--- config.mk ---
export PLATFORM = sky130hd
export DESIGN_NAME = mem_port_arbiter
export DESIGN_NICKNAME = d
export VERILOG_FILES = /design/src/rtl/mem_port_arbiter.sv
export SDC_FILE = /design/constraint.sdc
export NUM_CORES = 1
export LEC_CHECK = 0
export ABC_AREA = 0
export CORE_MARGIN = 3
export CORE_UTILIZATION = 37
export CTS_CLUSTER_DIAMETER = 120
export DETAILED_ROUTE_END_ITERATION = 6
export MAX_ROUTING_LAYER = met4
export PLACE_DENSITY = 0.76
export SYNTH_ARGS = -nofsm -noshare
export SYNTH_HDL_FRONTEND = slang
export SYNTH_SLANG_ARGS = --single-unit
export TNS_END_PERCENT = 1
--- constraint.sdc ---
create_clock -name clk -period 1.6 [get_ports clk]
set_input_delay 0.32 -clock clk [delete_from_list [all_inputs] [get_ports clk]]
set_output_delay 0.32 -clock clk [all_outputs]
set_load 0.02 [all_outputs]
--- src/rtl/mem_port_arbiter.sv ---
// Purpose: shares one single-ported 19-bit memory between instruction fetch and MEM-stage loads/stores.
// Latency: the request registers one cycle after it is seen in IDLE; done/valid pulses one cycle after mem_ack (minimum 2 cycles).
// Backpressure: stall_pipe/stall_if freeze the pipeline while an access is pending; a watchdog aborts unacknowledged requests.
module mem_port_arbiter #(
  parameter int TIMEOUT = 16
) (
  input  logic        clk,
  input  logic        rst_n,
  input  logic        MEM_memread,
  input  logic        MEM_memwrite,
  input  logic [18:0] MEM_out,
  input  logic [18:0] MEM_wdata,
  input  logic        if_req,
  input  logic [18:0] if_addr,
  input  logic        mem_ack,
  input  logic [18:0] mem_rdata,
  output logic        mem_req,
  output logic        mem_we,
  output logic [18:0] mem_addr,
  output logic [18:0] mem_wdata,
  output logic [18:0] data_rdata,
  output logic        data_done,
  output logic [18:0] if_rdata,
  output logic        if_valid,
  output logic        stall_pipe,
  output logic        stall_if,
  output logic        bus_err
);

  // Counter only has to reach TIMEOUT-1, so it can never wrap.
  localparam int CW = (TIMEOUT > 2) ? $clog2(TIMEOUT) : 1;
  localparam logic [CW-1:0] CNT_LAST = CW'(TIMEOUT - 1);

  typedef enum logic [1:0] {
    IDLE  = 2'd0,
    DATA  = 2'd1,
    FETCH = 2'd2
  } state_t;

  state_t        state;
  logic [CW-1:0] cnt;
  logic          data_pend;
  logic          fetch_pend;
  logic          timeout_hit;

  // A request is no longer pending in the cycle its completion pulse is
  // shown, so the same instruction is never reissued before it advances.
  assign data_pend   = (MEM_memread | MEM_memwrite) & ~data_done;
  assign fetch_pend  = if_req & ~if_valid;
  assign timeout_hit = (cnt == CNT_LAST);

  // Stall outputs: data access freezes the whole front of the pipe, fetch only PC and IF/ID.
  assign stall_pipe = data_pend | (state == DATA);
  assign stall_if   = stall_pipe | fetch_pend | (state == FETCH);

  // Request/acknowledge FSM with registered memory-side outputs, result registers and watchdog.
  always_ff @(posedge clk) begin
    if (!rst_n) begin
      state      <= IDLE;
      cnt        <= '0;
      mem_req    <= 1'b0;
      mem_we     <= 1'b0;
      mem_addr   <= '0;
      mem_wdata  <= '0;
      data_rdata <= '0;
      if_rdata   <= '0;
      data_done  <= 1'b0;
      if_valid   <= 1'b0;
      bus_err    <= 1'b0;
    end else begin
      // Completion pulses last exactly one cycle.
      data_done <= 1'b0;
      if_valid  <= 1'b0;
      case (state)
        IDLE: begin
          cnt <= '0;
          // Data access wins a tie: it belongs to the older instruction.
          if (data_pend) begin
            state     <= DATA;
            mem_req   <= 1'b1;
            mem_we    <= MEM_memwrite;
            mem_addr  <= MEM_out;
            mem_wdata <= MEM_wdata;
          end else if (fetch_pend) begin
            state    <= FETCH;
            mem_req  <= 1'b1;
            mem_we   <= 1'b0;
            mem_addr <= if_addr;
          end else begin
            mem_req <= 1'b0;
            mem_we  <= 1'b0;
          end
        end
        DATA: begin
          // An ack on the watchdog's last cycle still counts as a normal completion.
          if (mem_ack) begin
            state     <= IDLE;
            mem_req   <= 1'b0;
            mem_we    <= 1'b0;
            data_done <= 1'b1;
            if (!mem_we) begin
              data_rdata <= mem_rdata;
            end
          end else if (timeout_hit) begin
            state      <= IDLE;
            mem_req    <= 1'b0;
            mem_we     <= 1'b0;
            data_done  <= 1'b1;
            data_rdata <= '0;
            bus_err    <= 1'b1;
          end else begin
            cnt <= cnt + CW'(1);
          end
        end
        FETCH: begin
          if (mem_ack) begin
            state    <= IDLE;
            mem_req  <= 1'b0;
            mem_we   <= 1'b0;
            if_valid <= 1'b1;
            if_rdata <= mem_rdata;
          end else if (timeout_hit) begin
            state    <= IDLE;
            mem_req  <= 1'b0;
            mem_we   <= 1'b0;
            if_valid <= 1'b1;
            if_rdata <= '0;
            bus_err  <= 1'b1;
          end else begin
            cnt <= cnt + CW'(1);
          end
        end
        default: begin
          state   <= IDLE;
          mem_req <= 1'b0;
          mem_we  <= 1'b0;
          cnt     <= '0;
        end
      endcase
    end
  end

endmodule

==> out/metrics.cfg <==
[floorplanning]
core_area_sq_um=9371
die_w_microns=105.0
start_util_pct=38.68
fp.dieArea_sq_um=11020
die_h_microns=105.0
num_rows=35
io_pins=165

[synthesis]
yosys.area_share.adder_pct=1.726
yosysTopAreaCell=dfxtp_1
syn_nets=479
synthMuxAreaShare_pct=0
synth-compound-area-share_pct=30.00
synth_seq_cells=87
yosysSeqAreaShare_pct=48.05
synth_top_area_share_pct=48.05
synth_xor_area_share_pct=0.2416
syn_area_per_cell_sq_um=9.247
ys_types=42
synthSimpleGateAreaFrac_pct=12.74
synth_area_sq_um=3625
netlist_top_cells_area=dfxtp_1 48%, a21oi_1 5.9%, nand3_1 5.7%
yosys_warnings=0
synth_cells=392
synth_top_family_by_area=compound AO/OA/AOI/OAI gates

[routing]
ant_nets=0
routedWlPerCell_microns=16.56
vias_per_cell=5.410
vias=3776
drt-pass1-iter-count=5
drc_errors=0
wl_microns=11560
drt_iter0_drc=134

[pwr]
p_int_mw=4.528
pwr-share-clk_pct=26.4
switchingPower_mw=2.282
p_seq_share_pct=38.2
netSwitchingFraction_pct=33.51
combPwrFrac_pct=35.4
cellPowerDensity_nw_per_um2=1171
power_mw=6.810
max-vdd-ir-drop_mv=0.5723
p_leak_nw=2.522

[sta]
worst_pin_slew_ns=0.4321
hold_violations=0
relSlewSlack_pct=71.10
drv_slew=0
setup-tns-final_ns=-0.2782
setup_viol=2
fin_crit_sh_pct=115.8
fmax_mhz=539.6
fin_ws_ns=-0.2533
holdWs_ns=0.4717
finalCriticalPeriod_ns=1.853
skew_ns=0.01140
rsz0062_at_grt=true

[critical_path]
path_cells=inv_2, ha_4, nand2b_4, or3b_4, buf_6
worst_setup_path_end_kind=output port
crit_required_ns=1.28
cp.arrival_ns=1.53
slowest_stage=or3b_4
critPathKind=reg2out
critPathMaxFanout=2
reg2reg_depth=7
cpPeakStageDelay_ns=0.37
start_kind=register

[status]
violations=negative setup slack
status=finished, violations left

[clock_network]
cts_hold_buffers=0
cts_buffer_depth=2
cts.clk_slew.worst_paths_ns=0.09
cts.htree.levels=3
cts_tree=yes
cts_buffers=9
worstSkewPairLatency_ns=0.35
cts_root_buffer=clkbuf_8
cts_sinks=87

[placed_design]
hpwl_microns=8289
placed_area_sq_um=5549
gp_congestion=0.8572
io_buffer_count=164

[grt]
antenna_found_initial=0
overflow=0
grtUsageTotal_pct=21.13
grt_first_pass_wirelength_microns=18890
grt_max_degree=40
grt_pass1_vias=3758

[layout]
layout.nets=651
diodes=0
fin_util_pct=62.04
seqCellArea_sq_um=1747
nFillCells=872
drive_gt1_share_pct=15.99
multi_input_area_sq_um=1709
area_delta_synth_final_pct=60.41
postLayoutCellArea_sq_um=5814
final_common_cell=dfxtp_1
final_cell_mix=85 x dfxtp_1, 83 x dlygate4sd2_1, 79 x clkdlybuf4s50_1, 44 x nand2_1, 43 x a21oi_1

[hold_path]
worst_hold_path.num_cells=1
min_path_type=reg2reg

[job]
drv_cap=0

Yosys cell counts (all sizes together):
master  count
a31o        1
dfxtp      87
o32ai       1
nor2b       1
o21ai      40
a21boi      1
and3b       1
or3         2
ha          5
a21oi      45
o221a       1
inv         5
a311oi     19
buf        23
clkbuf     17
o31ai       1
o21bai      1
a21bo       1
a22oi       1
and3        1
xnor2       1
nand3      41
a32o       19
nand2b      2
nand4       1
or3b        1
a211oi     19
a41oi       1
and2        3
a221o       1
nand2      44
a31oi       1
nor2        3
o21ba       1
final timing paths:
check                                 from                       end  slack [ns]
setup / recovery     state[1]$_SDFFE_PN0P_                  stall_if       -0.25
hold / removal    if_rdata[4]$_SDFFE_PN0P_  if_rdata[4]$_SDFFE_PN0P_        0.47
setup reg to reg     state[0]$_SDFFE_PN0P_      mem_req$_SDFFE_PN0P_       -0.02
hold reg to reg   if_rdata[4]$_SDFFE_PN0P_  if_rdata[4]$_SDFFE_PN0P_        0.47
cell families after synthesis:
family	count (synthesis)
compound gates	154
xor+xnor	1
fa+ha+maj	5
buf+inv	45
flops	87
simple gates	100
power groups by stage:
| stage | combinational [mW] | clock (mW) | sequential (mW) |
|---|---|---|---|
| 2_1_floorplan | 0.979 | 0 | 2.94 |
| 3_3_place_gp | 2.40 | 0 | 2.63 |
| 3_5_place_dp | 2.46 | 0 | 2.65 |
| 4_1_cts | 2.36 | 1.84 | 2.59 |
| 5_1_grt | 2.60 | 1.93 | 2.63 |
| 6_report | 2.41 | 1.80 | 2.60 |
critical path, delay by kind of cell, from the launching register on:
family	cells	cell delay, ns
adders and majority gates	1	0.15
buffers and inverters	2	0.19
DFF	1	0.35
and+or+nand+nor	2	0.50
repair_timing:
item                                    in CTS  in global routing
buffers inserted                             2                  0
gates resized for setup                    106                 12
endpoints found under the setup margin     109                 38
cloned                                       0                  0
pin swaps                                    2                  6
metrics by stage:
| stage | worst slack, ns | instances |
|---|---|---|
| 5_1_grt | -0.2989 | 698 |
| 3_3_place_gp | -0.7282 | 680 |
| 3_5_place_dp | -0.7272 | 680 |
| 2_1_floorplan | 0.003523 | 392 |
| 4_1_cts | -0.2722 | 698 |
| 6_report | -0.2533 | 698 |
layer usage:
metal	wire length, microns	share of wire (%)	GRT usage (%)	up-vias
met2	5577	48	34.69	171
met3	741	6.4	4.200	15
met1	5101	44	26.81	1788
met4	139	1.2	5.155	0
met5	0	0	-	-
li1	-	-	-	1802
area by class of cell:
| type | instances | share of cell area (%) |
|---|---|---|
| Multi-Input combinational cell | 260 | 29.40 |
| Clock inverter | 5 | 1.528 |
| Tap cell | 129 | 2.776 |
| Clock buffer | 11 | 2.604 |
| Timing Repair Buffer | 201 | 33.33 |
| Sequential cell | 87 | 30.04 |
| Inverter | 5 | 0.3228 |
flip-flops by register name (all words and copies together) (netlist names):
signal and count:
cnt 4, state 2, if_valid 1, mem_wdata 19, mem_req 1, if_rdata 19
data_rdata 19, mem_addr 19, mem_we 1, bus_err 1, data_done 1
Power figures use the tool's default switching activity.
